### src/rtl/merge_arb_n_cache.sv
// N-channel merging arbiter (fixed-priority or round-robin) feeding a small
// FIFO that tags each accepted beat with its source channel index.
module merge_arb_n_cache #(
  parameter int NUM_CH   = 2,
  parameter int DATA_W   = 5,
  parameter int DEPTH    = 4,
  parameter int ARB_MODE = 1,
  localparam int SRC_W   = (NUM_CH > 2) ? $clog2(NUM_CH) : 1,
  localparam int CNT_W   = $clog2(DEPTH) + 1
) (
  input  logic                     clk,
  input  logic                     rstn,
  input  logic [NUM_CH-1:0]        i_drive,
  input  logic [NUM_CH*DATA_W-1:0] i_data,
  output logic [NUM_CH-1:0]        o_free,
  output logic                     o_driveNext,
  output logic [DATA_W-1:0]        o_data,
  output logic [SRC_W-1:0]         o_src,
  input  logic                     i_freeNext,
  output logic [CNT_W-1:0]         o_count
);

  localparam int PTR_W = $clog2(DEPTH);
  localparam int ENT_W = SRC_W + DATA_W;

  logic [DATA_W-1:0] ch_data [NUM_CH];
  logic [ENT_W-1:0]  mem [DEPTH];
  logic [ENT_W-1:0]  head;
  logic [PTR_W-1:0]  wr_ptr;
  logic [PTR_W-1:0]  rd_ptr;
  logic [CNT_W-1:0]  count;
  logic [SRC_W-1:0]  arb_ptr;
  logic [SRC_W-1:0]  win_idx;
  logic [DATA_W-1:0] win_data;
  logic              win_valid;
  logic              full;
  logic              empty;
  logic              push;
  logic              pop;

  for (genvar k = 0; k < NUM_CH; k++) begin : g_unpack
    assign ch_data[k] = i_data[k*DATA_W +: DATA_W];
  end

  // Search starts at arb_ptr in round-robin mode, at channel 0 otherwise.
  always_comb begin : arb
    int unsigned       c;
    logic [NUM_CH-1:0] drv_sh;
    c         = 0;
    drv_sh    = '0;
    win_valid = 1'b0;
    win_idx   = '0;
    for (int unsigned i = 0; i < NUM_CH; i++) begin
      c = (ARB_MODE == 1) ? (32'(arb_ptr) + i) : i;
      if (c >= NUM_CH) c = c - NUM_CH;
      drv_sh = i_drive >> c;
      if (!win_valid && drv_sh[0]) begin
        win_valid = 1'b1;
        win_idx   = SRC_W'(c);
      end
    end
  end

  assign win_data = ch_data[win_idx];
  assign full     = (count == CNT_W'(DEPTH));
  assign empty    = (count == '0);

  // Full blocks acceptance regardless of a same-cycle pop, so o_free never
  // depends on i_freeNext.
  always_comb begin
    o_free = '0;
    if (rstn && win_valid && !full) o_free = NUM_CH'(1) << win_idx;
  end

  assign push = |o_free;
  assign pop  = !empty && i_freeNext;

  always_ff @(posedge clk) begin
    if (push) mem[wr_ptr] <= {win_idx, win_data};
  end

  always_ff @(posedge clk or negedge rstn) begin
    if (!rstn) begin
      wr_ptr  <= '0;
      rd_ptr  <= '0;
      count   <= '0;
      arb_ptr <= '0;
    end else begin
      if (push) wr_ptr <= wr_ptr + 1'b1;
      if (pop)  rd_ptr <= rd_ptr + 1'b1;
      case ({push, pop})
        2'b10:   count <= count + 1'b1;
        2'b01:   count <= count - 1'b1;
        default: count <= count;
      endcase
      if (push && ARB_MODE == 1)
        arb_ptr <= (win_idx == SRC_W'(NUM_CH - 1)) ? '0 : win_idx + 1'b1;
    end
  end

  // Storage is not reset; an empty buffer forces the head outputs to zero.
  assign head        = mem[rd_ptr];
  assign o_driveNext = !empty;
  assign o_data      = empty ? '0 : head[DATA_W-1:0];
  assign o_src       = empty ? '0 : head[ENT_W-1:DATA_W];
  assign o_count     = count;

endmodule

### config.mk
export PLATFORM = sky130hd
export DESIGN_NAME = merge_arb_n_cache
export DESIGN_NICKNAME = d
export VERILOG_FILES = /design/src/rtl/merge_arb_n_cache.sv
export SDC_FILE = /design/constraint.sdc
export NUM_CORES = 1
export LEC_CHECK = 0
export CORE_UTILIZATION = 58
export CTS_CLUSTER_DIAMETER = 50
export CTS_CLUSTER_SIZE = 16
export DETAILED_ROUTE_END_ITERATION = 7
export DONT_BUFFER_PORTS = 1
export PLACE_DENSITY_LB_ADDON = 0.1
export SLEW_MARGIN = 10
export SYNTH_ARGS = -nofsm -noshare
export SYNTH_HDL_FRONTEND = slang
export SYNTH_SLANG_ARGS = --single-unit
### constraint.sdc
create_clock -name clk -period 3.85 [get_ports clk]
set_input_delay 0.77 -clock clk [delete_from_list [all_inputs] [get_ports clk]]
set_output_delay 0.77 -clock clk [all_outputs]
set_load 0.1 [all_outputs]
-- Word-level counts from Yosys, hierarchy flattened
Memories as Yosys holds them, arrays and structs flattened.
Cells that the tools add are included.
Widths: inputs -> output; s select.
- reduce and logical (&&, ||, !) cells: 10
- divide/modulo/power cells: 0
- add/sub/neg operators: 8
- order comparisons: 3
- multiply operators: 0
- mux-type cells: 16
- bitwise logic cells: 1
- equality and inequality tests: 3
- shift operators: 3
- operators by type and width (kind ; number):
    $mux 32 ; 2
    $shr 2x32->1 ; 2
    $mux 5 ; 4
    $mux 1 ; 8
    $pmux 3 s2 ; 1
    $add 2x1->2 const B ; 2
    $ge 2x2->1 const B ; 2
    $logic_and 1x1->1 ; 4
    $add 3x1->3 const B ; 1
    $eq 3x3->1 const B ; 1
    $logic_not 1->1 ; 3
    $logic_not 3->1 ; 1
    $sub 1x2->3 const B ; 1
    $sub 2x2->3 const B ; 1
    $sub 3x1->3 const B ; 1
    $add 1x1->2 const B ; 1
    $eq 2x1->1 const B ; 1
    $eq 2x2->1 const B ; 1
    $ge 1x2->1 const B ; 1
    $mux 2 ; 1
    $not 1->2 ; 1
    $reduce_bool 2->1 ; 1
    $reduce_or 2->1 ; 1
    $shl 1x1->2 const A ; 1
    $add 1x1->1 const B ; 1
- memories: 1
- bits of input ports: 15
- bits in latches: 0
- memory bits (read-only): 0
- memory bits (writable): 24
- logic and storage cells: 49
- register bits after elaboration: 8
- memory list (memory ; words ; width ; rd ports ; clocked after Yosys merged registers in ; wr ports ; RTL line ; RTL):
    mem ; 4 ; 6 ; 1 ; 0 ; 1 ; 27 ; logic [ENT_W-1:0] mem [DEPTH];

-- Logic depth before layout (Yosys ltp)
Gate-level depths: netlist of the first run.
- word-level depth: 13
- gate-level depth with buffers: 9
- gate-level depth less buffers: 9

-- Worst setup path after synthesis of the first run
No wires, ideal clock.
- kind: register to output
- start point: register count[0] (netlist: o_count[0])
- end point: output port o_free[1]
- stages on the path, launching flop included: 5
- required time: 3.080 ns
- arrival: 2.763 ns
- setup slack: 0.317 ns
- cell sequence: dfrtp_1 -> nor2_1 -> a21oi_2 -> inv_2 -> nor2_1
- word-level cells in the longest chain between the ends: 4
- RTL lines (element ; RTL line ; RTL):
    from (decl) ; 31 ; logic [CNT_W-1:0] count;
    from (signal assigned) ; 92 ; 2'b10: count <= count + 1'b1;
    from (signal assigned) ; 93 ; 2'b01: count <= count - 1'b1;
    from (signal assigned) ; 94 ; default: count <= count;
    $eq 3x3->1 ; 65 ; assign full = (count == CNT_W'(DEPTH));
    $logic_not 1->1 ; 72 ; if (rstn && win_valid && !full) o_free = NUM_CH'(1) << win_idx;
    $logic_and 1x1->1 ; 72 ;
    $mux 2 ; 72 ;
    to (decl) ; 15 ; output logic [NUM_CH-1:0] o_free,
No other way between the ends.

-- Final worst setup path of the first run
- start point: register count[0] (netlist: o_count[0])
- end point: output port o_data[0]
- word-level cells in the longest chain between the ends: 2
- RTL lines (element ; RTL line ; RTL):
    $logic_not 3->1 ; 66 ; assign empty = (count == '0);
    $mux 5 ; 104 ; assign o_data = empty ? '0 : head[DATA_W-1:0];
    to (decl) ; 17 ; output logic [DATA_W-1:0] o_data,
No other way between the ends.

==> impl_metrics.toml, run 1 <==
[route]
vias = 740
wl_per_cell_um = 16.51
drt-pass1-iter-count = 4
ant_nets = 0
route.detailed.drc = 0
viasPerCell = 5.564
drt_iter0_markers = 8
drt_wl_total_um = 2196

[sta]
fin_crit_ns = 3.211
max_slew.worst_pin.slew_ns = 1.147
rsz0062_at_grt = "false"
final.period_utilization_pct = 83.41
setup_viol = 0
hold_viol = 0
final_max_slew_viol_count = 0
fmax_mhz = 311.4
relSlewSlack_pct = 23.55
setup_tns_ns = 0
skew_ns = 0.005677

[floorplanning]
fp.dieArea_mm2 = 0.002709
rows = 17
core_mm2 = 0.002276
io_pins = 27
die_w_um = 52.05
start_util_pct = 63.83
die-height_um = 52.05

[grt]
gr-total-overflow = 0
grtUsageTotal_pct = 20.20
grt_pass1_wl_um = 3539
grt_max_degree = 10
antenna_found_initial = 0
grt_pass1_vias = 783

[synth]
async_flop_share_pct = 25.00
synth_edf_count = 24
synthCells = 89
synth_most_common_cell = "edfxtp_1"
yosysUniqueCellTypes = 23
synthFlopType = "edfxtp_1"
ys.warnings.count = 0
mappedNetlistArea_mm2 = 0.001453
yosys.area.top_type = "edfxtp_1"
netlist.area_leader.share_pct = 49.61
ys_ff_latch = 32
synth_commonest_cells = "24 x edfxtp_1, 11 x and2_1, 8 x dfrtp_1"
ys_seq_area_share_pct = 63.39
synth_area_leaders = "edfxtp_1 50%, dfrtp_1 14%, mux4_2 9.3%"
syn_nets = 110
synth_area_per_cell_um2 = 16.32

[run]
max_cap_viol_count = 0

[cts]
ctsRootBufferMaster = "clkbuf_4"
postCtsResizedCells = 0
h-tree-depth = 2
clk_pin_slew_ns = 0.09
postCtsSetupRepairBufs = 0
ctsLongestPathBuffers = 2
numCtsBuffers = 5
worstSkewPairLatency_ns = 0.31
tritoncts = "yes"
cts_num_sinks = 32
cts_hold_buf = 0

[finish]
diodes = 0
fillers = 169
drive_above_1_share_pct = 30.48
area_growth_pct = 10.25
nets = 125

[placed_design]
io_buffer_count = 0
place_congestion = 0.7250
dp_hpwl_um = 1636

[worst_setup_path]
cp.required_ns = 3.08
crit_fanout = 9
worstReg2RegStart = "o_count[0]"
crit_arrival_ns = 2.44
path_class = "reg -> out"
worstSetupEndpointType = "primary output"
crit_start = "o_count[0]"
start_kind = "register"

[hold_path]
hold_class = "in -> async"

[status]
outcome = "finished, final reports clean"
-- placed cells by master (no fill, tap or decap), types with 3 or more instances in the layout --
cell type and instances:
xor2_1 3, inv_1 7, clkbuf_1 3, clkbuf_4 5, xnor2_1 3, and2_1 11, dfrtp_1 8, buf_4 11
edfxtp_1 24, ha_1 5, mux2_2 5, mux4_2 6
-- area by class of cell --
class | instances | area [um^2] | share of cell area [%]
clock buffer | 8 | 48.80 | 3.047
inverter | 8 | 30.03 | 1.875
multi-input combinational | 46 | 484.2 | 30.23
sequential | 32 | 920.9 | 57.50
tap | 28 | 35.03 | 2.187
timing repair buffer | 11 | 82.58 | 5.156
-- registers in the layout (all words and copies together) (netlist names) --
signal / count
mem: 24
o_count: 3
rd_ptr: 2
wr_ptr: 2
arb_ptr: 1
-- final timing paths --
kind,end,slack (ns),depth (start not counted)
setup reg to reg,o_count[2],0.88,9
max in group asynchronous,arb_ptr,3.64,0
hold / removal,wr_ptr[1],0.14,0
min in group clk,arb_ptr,0.53,1
hold reg to reg,arb_ptr,0.53,1
setup / recovery,o_data[0],0.64,4
-- cell families after synthesis --
logic type	after synthesis	share of synthesized area, %
xor+xnor	6	3.618
compound gates	3	1.550
mux	14	15.42
simple gates	17	6.891
flops	32	63.39
buf+inv	11	3.445
fa+ha+maj	6	5.685
-- stage by stage --
step	cells	hold WS (ns)	instance area [um^2]	setup slack [ns]	util, %
5_1_grt	133	0.1191	1602	0.5394	70.37
2_1_floorplan	89	0.4744	1453	0.3167	-
3_3_place_gp	125	0.4746	1553	0.9385	68.22
6_report	133	0.1382	1602	0.6387	70.37
4_1_cts	133	0.1279	1602	0.6107	70.37
3_5_place_dp	125	0.4745	1553	0.8747	68.22
-- critical path, stage by stage (launching register included) --
cell and delay [ns]:
dfrtp_1 0.33, buf_4 0.31, or3_1 0.94, and2_1 0.25
buf_4 0.29
-- routing by layer --
layer | GRT usage, % | share of wire, % | wire length, um
met1 | 22.24 | 41 | 904
met2 | 35.68 | 53 | 1154
met3 | 4.678 | 4.6 | 102
met4 | 10.81 | 1.5 | 34
met5 | 0 | 0 | 0
Power of run 1 is not shown: default switching activity piles up to over one toggle a cycle in this logic, so the estimate is an artifact.
==> run 2: changes to the inputs <==
==> constraint.sdc (replaced) <==
create_clock -name clk -period 3.1 [get_ports clk]
set_input_delay 0.62 -clock clk [delete_from_list [all_inputs] [get_ports clk]]
set_output_delay 0.62 -clock clk [all_outputs]
set_load 0.1 [all_outputs]
==> impl_metrics.toml, run 2 (same netlist as run 1, synthesis figures left out) <==
[status]
outcome = "finished, final reports clean"

[sta]
worst_slack_ns = 0.5566
setup_tns_ns = 0
final_max_slew_viol_count = 0
rsz0062_at_grt = "false"
fin_crit_ns = 2.543
final.period_utilization_pct = 82.05
max_slew.worst_pin.slew_ns = 0.4677
fmax_mhz = 393.2
relSlewSlack_pct = 68.82
hold_viol = 0
skew_ns = 0.01187
setup_viol = 0

[cts]
h-tree-depth = 2
clk_pin_slew_ns = 0.10
postCtsSetupRepairBufs = 0
numCtsBuffers = 5
worstSkewPairLatency_ns = 0.33
ctsRootBufferMaster = "clkbuf_4"
tritoncts = "yes"
ctsLongestPathBuffers = 2
postCtsResizedCells = 0
cts_num_sinks = 32

[finish]
fillers = 137
area_growth_pct = 16.80
multi_input_area_um2 = 484.2
diodes = 0
stdcell_count = 135
largest_reg_flops = 24
final_common_cell = "edfxtp_1"
nets = 127
top_register = "mem"
final_cell_mix = "24 x edfxtp_1, 11 x and2_1, 8 x dfrtp_1, 7 x inv_1"
ff_latch_area_um2 = 920.9
drive_above_1_share_pct = 32.71

[placed_design]
dp_hpwl_um = 1854
dpl_worst_slack_ns = 0.8990
dp_cells = 126
io_buffer_count = 0
place_congestion = 0.6593

[hold_path]
hold_class = "in -> reg"

[floorplanning]
start_util_pct = 63.83
io_pins = 27
core_mm2 = 0.002276
rows = 17
fp.dieArea_mm2 = 0.002709
die_w_um = 52.05
die-height_um = 52.05

[route]
drt_wl_total_um = 2474
viasPerCell = 5.659
drt_iter0_markers = 17
drt-pass1-iter-count = 4
wl_per_cell_um = 18.33
route.detailed.drc = 0
vias = 764
ant_nets = 0

[worst_setup_path]
start_kind = "register"
cp_num_buf_inv = 3
max_stage_delay_ns = 0.36
crit_arrival_ns = 1.92
crit_fanout = 9
critical_path.top_delay_family = "buffers and inverters"
cpMaxStageDelayCell = "dfrtp_1"
path_class = "reg -> out"
cp.required_ns = 2.48
crit_path_cell_trace = "buf_4 > nor2_1 > a21oi_2 > inv_2 > nor2_2 > buf_4"
worstSetupEndpointType = "primary output"
critPathMostFrequentCell = "buf_4"

[grt]
grt_pass1_vias = 818
grt_pass1_wl_um = 3953
grt_max_degree = 11
antenna_found_initial = 0
gr-total-overflow = 0
grtUsageTotal_pct = 23.37

[run]
max_cap_viol_count = 0
-- run 2: cell type report --
class,instances,share of cell area [%]
Sequential cell,32,54.28
Multi-Input combinational cell,46,28.54
Timing Repair Buffer,13,10.32
Clock buffer,5,2.212
Tap cell,28,2.065
Inverter,8,1.770
Clock inverter,3,0.8112
-- run 2: per-layer routing --
metal	wire length [um]	GRT usage [%]
met3	122	11.11
met4	30	6.757
met5	0	0
met2	1399	42.31
met1	921	23.37
-- run 2: path summary, 6_finish.rpt --
kind                                  from          to  slack (ns)  cells after the start
worst max-delay path            o_count[1]   o_free[1]        0.56                      6
worst min-delay path            i_freeNext   rd_ptr[1]        0.47                      2
worst max register to register  o_count[1]  o_count[2]        0.96                     10
worst min register to register     arb_ptr     arb_ptr        0.56                      1
max in group asynchronous             rstn   rd_ptr[0]        2.19                      1
min in group asynchronous             rstn   wr_ptr[1]        0.63                      1
-- run 2: worst reg2reg max path: stages, from the launching register on --
cell and delay [ns]:
dfrtp_1 0.36, buf_4 0.30, nor2_1 0.09, a21oi_2 0.36, inv_2 0.08, ha_1 0.23, inv_1 0.08, fa_1 0.17
xor2_1 0.15, nor2_1 0.06, xor2_1 0.13
-- run 2: what timing repair did --
action	in CTS	in global routing
hold buffers	1	0
hold endpoints to repair	8	0
endpoints found under the setup margin	0	0
-- run 2: through the flow --
stage	instance area, um^2	hold WS (ns)	utilization (%)
after floorplan	1455	0.3244	-
after global placement	1635	0.3246	71.85
after detailed placement	1635	0.3246	71.85
after CTS	1697	0.4689	74.55
after global routing	1697	0.4476	74.55
final	1697	0.4736	74.55
Power of run 2 is left out for the same reason.
